`config.mk`:
```
export PLATFORM = sky130hd
export DESIGN_NAME = mem_access_unit
export DESIGN_NICKNAME = d
export VERILOG_FILES = /design/src/rtl/mem_access_pkg.sv /design/src/rtl/mem_timeout_counter.sv /design/src/rtl/mem_access_unit.sv
export SDC_FILE = /design/constraint.sdc
export NUM_CORES = 1
export LEC_CHECK = 0
export BUFFER_PORTS_ARGS = -buffer_cell sky130_fd_sc_hd__buf_2
export CORE_ASPECT_RATIO = 0.8
export CORE_UTILIZATION = 50
export CTS_CLUSTER_DIAMETER = 150
export CTS_CLUSTER_SIZE = 8
export DETAILED_ROUTE_END_ITERATION = 8
export GPL_TIMING_DRIVEN = 0
export PLACE_DENSITY = 0.85
export SETUP_SLACK_MARGIN = 0.1
export SLEW_MARGIN = 20
export SYNTH_ARGS = -nofsm -noshare
export SYNTH_HDL_FRONTEND = slang
export SYNTH_SLANG_ARGS = --single-unit
```
`constraint.sdc`:
```
create_clock -name CLK -period 4.52 [get_ports CLK]
set_input_delay 0.452 -clock CLK [delete_from_list [all_inputs] [get_ports CLK]]
set_output_delay 0.452 -clock CLK [all_outputs]
set_load 0.01 [all_outputs]
```
`src/rtl/mem_access_pkg.sv`:
```
// Shared encodings and width defaults for the memory access stage.
package mem_access_pkg;

    localparam int unsigned DATA_W_DEF = 16;
    localparam int unsigned ADDR_W_DEF = 16;

    typedef enum logic [1:0] {
        IDLE = 2'd0,
        REQ  = 2'd1,
        DONE = 2'd2
    } state_e;

    typedef enum logic [1:0] {
        FETCH = 2'd0,
        READ  = 2'd1,
        WRITE = 2'd2
    } kind_e;

    // Write wins over fetch, fetch wins over read.
    function automatic kind_e decode_kind(input logic irwrite, input logic memw);
        if (memw) begin
            return WRITE;
        end else if (irwrite) begin
            return FETCH;
        end
        return READ;
    endfunction

endpackage

```
`src/rtl/mem_timeout_counter.sv`:
```
// Wait-cycle counter for an outstanding memory request; tc marks the last allowed cycle.
module mem_timeout_counter #(
    parameter int unsigned TIMEOUT = 15
) (
    input  logic CLK,
    input  logic Reset_n,
    input  logic clear,
    input  logic enable,
    output logic tc
);

    localparam int unsigned CntW = (TIMEOUT > 1) ? $clog2(TIMEOUT) : 1;

    logic [CntW-1:0] cnt_q;

    always_ff @(posedge CLK) begin
        if (!Reset_n || clear) begin
            cnt_q <= '0;
        end else if (enable) begin
            cnt_q <= cnt_q + 1'b1;
        end
    end

    assign tc = (cnt_q == CntW'(TIMEOUT - 1));

endmodule

```
`src/rtl/mem_access_unit.sv`:
```
// Memory-side stage: turns control FSM strobes into a req/ack access and latches IR/MDR.
module mem_access_unit
    import mem_access_pkg::*;
#(
    parameter int unsigned DATA_W  = DATA_W_DEF,
    parameter int unsigned ADDR_W  = ADDR_W_DEF,
    parameter int unsigned TIMEOUT = 15
) (
    input  logic              CLK,
    input  logic              Reset_n,
    input  logic              IRWrite,
    input  logic              MemR,
    input  logic              MemW,
    input  logic              IoD,
    input  logic [ADDR_W-1:0] PC,
    input  logic [ADDR_W-1:0] ALUOut,
    input  logic [DATA_W-1:0] WriteData,
    output logic              Stall,
    output logic [DATA_W-1:0] IR,
    output logic [DATA_W-1:0] MDR,
    output logic              BusErr,
    output logic              mem_req,
    output logic              mem_we,
    output logic [ADDR_W-1:0] mem_addr,
    output logic [DATA_W-1:0] mem_wdata,
    input  logic [DATA_W-1:0] mem_rdata,
    input  logic              mem_ack
);

    state_e state_q, state_d;
    kind_e  kind_q;
    logic   cmd, illegal, cnt_clr, cnt_en, tc;

    assign cmd     = IRWrite | MemR | MemW;
    assign illegal = MemW & (MemR | IRWrite);
    assign mem_req = (state_q == REQ);

    mem_timeout_counter #(
        .TIMEOUT (TIMEOUT)
    ) u_timeout (
        .CLK     (CLK),
        .Reset_n (Reset_n),
        .clear   (cnt_clr),
        .enable  (cnt_en),
        .tc      (tc)
    );

    always_comb begin
        state_d = state_q;
        cnt_clr = 1'b0;
        cnt_en  = 1'b0;
        Stall   = 1'b0;
        case (state_q)
            IDLE: begin
                if (cmd) begin
                    Stall   = 1'b1;
                    cnt_clr = 1'b1;
                    state_d = REQ;
                end
            end
            REQ: begin
                Stall = 1'b1;
                if (mem_ack || tc) begin
                    state_d = DONE;
                end else begin
                    cnt_en = 1'b1;
                end
            end
            // The control FSM still shows the old command here, so it is ignored.
            DONE:    state_d = IDLE;
            default: state_d = IDLE;
        endcase
    end

    always_ff @(posedge CLK) begin
        if (!Reset_n) begin
            state_q   <= IDLE;
            kind_q    <= FETCH;
            IR        <= '0;
            MDR       <= '0;
            BusErr    <= 1'b0;
            mem_we    <= 1'b0;
            mem_addr  <= '0;
            mem_wdata <= '0;
        end else begin
            state_q <= state_d;
            if (state_q == IDLE && cmd) begin
                mem_addr  <= IoD ? ALUOut : PC;
                mem_wdata <= WriteData;
                mem_we    <= MemW;
                kind_q    <= decode_kind(IRWrite, MemW);
                if (illegal) begin
                    BusErr <= 1'b1;
                end
            end
            if (state_q == REQ) begin
                if (mem_ack) begin
                    if (kind_q == FETCH) begin
                        IR <= mem_rdata;
                    end else if (kind_q == READ) begin
                        MDR <= mem_rdata;
                    end
                end else if (tc) begin
                    BusErr <= 1'b1;
                end
            end
        end
    end

endmodule
```
==> Implementation_results.wiki <==
{| class="wikitable"
! Metric !! Value
|-
| Number of buffers inserted by hold repair at cts || 0
|-
| Clock buffers created by TritonCTS || 9
|-
| Worst EP required || 4.07 ns
|-
| Post-route clock skew || 0.00767 ns
|-
| Count of flip-flops with a built-in enable after synthesis || 0
|-
| Clock latency reported for the late side of the worst-skew pair || 0.34 ns
|-
| Worst hold path type || in -> reg
|-
| Iteration-0 DRC Markers || 237
|-
| Peak fanout along the critical path || 10
|-
| VDD IR max || 0.000271 V
|-
| Synthesized area per cell || 8.53 um^2
|-
| Antenna-violating nets left || 0
|-
| Main synth FF type || sky130_fd_sc_hd__dfxtp_1
|-
| Count of warnings emitted by yosys || 0
|-
| Final weighted congestion in routability-driven placement || 0.862
|-
| Post-cts sizing count || 0
|-
| Unrepaired setup endpoints after global routing || false
|-
| Clock tree buffer depth || 2
|-
| Count of buffers inserted at the top-level ports || 137
|-
| Worst hold slack after final layout || 0.356 ns
|-
| H-tree depth || 3
|-
| Leakage component of the power || 1.80 nW
|-
| Share of layout cells above drive strength 1 || 32.3%
|-
| Endpoints failing setup || 0
|-
| Vias || 3219
|-
| Ratio of routed vias to standard cells || 5.53
|-
| Proportion of register bits with asynchronous set or reset after synthesis || 0%
|-
| Power per cell area || 413 nW/um^2
|-
| Max-slew violation count || 0
|-
| Number of optimization iterations in the first detailed-route pass || 6
|-
| First-pass GRT wire length || 13700 um
|-
| Number of buffers added for setup after CTS || 0
|-
| Max-slew headroom || 58.2%
|-
| Most common library cell in the layout ignoring fill and taps || sky130_fd_sc_hd__buf_2
|-
| Highest clock frequency the design can meet || 440 MHz
|-
| Die X-Extent || 88.5 um
|-
| Maximum Capacitance Violations || 0
|-
| Diode count || 0
|-
| Number of endpoints with negative hold slack in the final report || 0
|-
| Clock tree from TritonCTS || yes
|-
| Number of antenna violations at the first check in global routing || 0
|-
| Minimum period implied by the final worst setup slack || 2.27 ns
|-
| Setup Crit Path Kind || in -> out
|-
| Area after DPL || 3780 um^2
|-
| Number of distinct library cells after synthesis || 26
|-
| Sequential fraction of the synthesis area || 49.5%
|-
| Nets in the synthesized netlist || 424
|-
| Placeable core region || 5620 um^2
|-
| Crit end category || output pin
|-
| Vert. Die Dim || 71.2 um
|-
| Area growth from synthesis to final layout || 35.0%
|-
| Die Area || 6310 um^2
|-
| Total half-perimeter wirelength after legalization and detailed placement || 6380 um
|-
| Top-level port count || 139
|-
| Summed instance area of the synthesized netlist || 3000 um^2
|-
| Register bit total from synthesis || 74
|-
| DRC viols || 0
|-
| Worst-Margin Slew || 0.627 ns
|-
| Sum of routed wire length over all layers || 8930 um
|-
| Share of the core filled with cells || 72.0%
|-
| Number of placement rows || 24
|-
| Overflow after GRT || 0
|-
| Synthesized instance count || 351
|-
| Top library cells by usage in the layout, fill and taps aside || sky130_fd_sc_hd__buf_2 (145), sky130_fd_sc_hd__dfxtp_1 (74), sky130_fd_sc_hd__a21oi_1 (72), sky130_fd_sc_hd__nand3_1 (50), sky130_fd_sc_hd__o21ai_0 (48)
|-
| Global-route usage over all layers || 28.4%
|-
| Total clock sinks || 74
|-
| Routed wire length per instance || 15.3 um
|-
| Result of the run || complete, no violations
|-
| Layout Nets || 572
|-
| Type of element launching the critical path || primary input
|-
| Cell at the root of the clock tree || sky130_fd_sc_hd__clkbuf_8
|-
| Part of the cycle the worst path needs || 50.3%
|-
| Final design area excluding fillers || 4040 um^2
|-
| Initial standard-cell utilization of the core || 53.3%
|-
| Pin count of the biggest net entering global routing || 14
|-
| Endpoint arrival time on the critical path || 1.82 ns
|-
| Clock Pin Slew Worst Setup and Hold Paths || 0.08 ns
|-
| Number of global-route vias before repair || 2898
|-
| Summed negative setup slack over all endpoints || 0 ns
|}
## worst max-delay path, cell delays in order
cell and delay (ns):
sky130_fd_sc_hd__buf_2 0.12, sky130_fd_sc_hd__or3_1 0.36, sky130_fd_sc_hd__clkbuf_1 0.19, sky130_fd_sc_hd__clkbuf_1 0.30, sky130_fd_sc_hd__nor2_1 0.18, sky130_fd_sc_hd__nor2_1 0.07, sky130_fd_sc_hd__buf_2 0.15
## synth_stat cells, drive strengths merged (2+ instances only)
cell type,n,area share (%)
dfxtp,74,49
a21oi,72,12
o21ai,53,8.9
nand3,50,8.4
clkbuf,28,3.5
a211oi,16,4.0
mux2i,16,5.3
buf,8,1.3
nor2,7,0.88
inv,5,0.63
or3,5,1.0
ha,2,0.84
o21a,2,0.50
o31ai,2,0.50
or3b,2,0.58
## path summary, 6_finish.rpt
path / cells after the start / slack [ns] / endpoint / startpoint
setup / recovery: 7 / 2.25 / Stall / MemW
hold / removal: 3 / 0.36 / mem_wdata[2] / WriteData[2]
setup reg to reg: 4 / 2.74 / mem_addr[1] / state_q[1]
hold reg to reg: 2 / 0.46 / BusErr / BusErr
## power by group
part	total, mW	switching, mW	internal (mW)
logic	0.275	0.166	0.109
registers	0.723	0.0248	0.698
clock network	0.673	0.251	0.422
## layer usage
metal	global-route usage [%]	wire [um]	vias up
met1	37.6	3930	1503
met3	6.34	596	14
met2	45.6	4270	130
li1	-	-	1572
met4	10.8	131	0
met5	0	0	-
## area by class of cell
cell class              count  area [um^2]
fillers                   469         1570
repair buffers            137          686
clock inverters             7          141
plain buffers              36          145
flip-flops and latches     74         1480
clock buffers               9          124
multi-input cells         236         1350
well taps                  78         97.6
inverters                   5         18.8
## registers in the layout, summed over array words and instances (netlist names)
signal and cells:
BusErr 1, u_timeout.cnt_q 4, mem_we 1, state_q 2
IR 16, kind_q 2, MDR 16, mem_wdata 16
mem_addr 16
## cells by family (layout without fill, tap and decap cells)
| family | Yosys count | in the layout | share of synthesized area [%] |
|---|---|---|---|
| AOI/OAI and AO/OA | 146 | 146 | 26.2 |
| DFF | 74 | 74 | 49.5 |
| and+or+nand+nor | 72 | 72 | 12.7 |
| buffers and inverters | 41 | 194 | 5.47 |
| muxes | 16 | 16 | 5.35 |
| adders and majority gates | 2 | 2 | 0.835 |
## per-stage QoR
step                worst slack, ns  std cells  power, mW
finish                         2.25        582       1.67
global route                   2.14        582       1.73
CTS                            2.27        582       1.67
detailed placement             2.28        566       1.01
global placement               2.31        566      0.998
floorplan                      2.74        351      0.888
No activity file was read; power rests on OpenSTA's default activity.
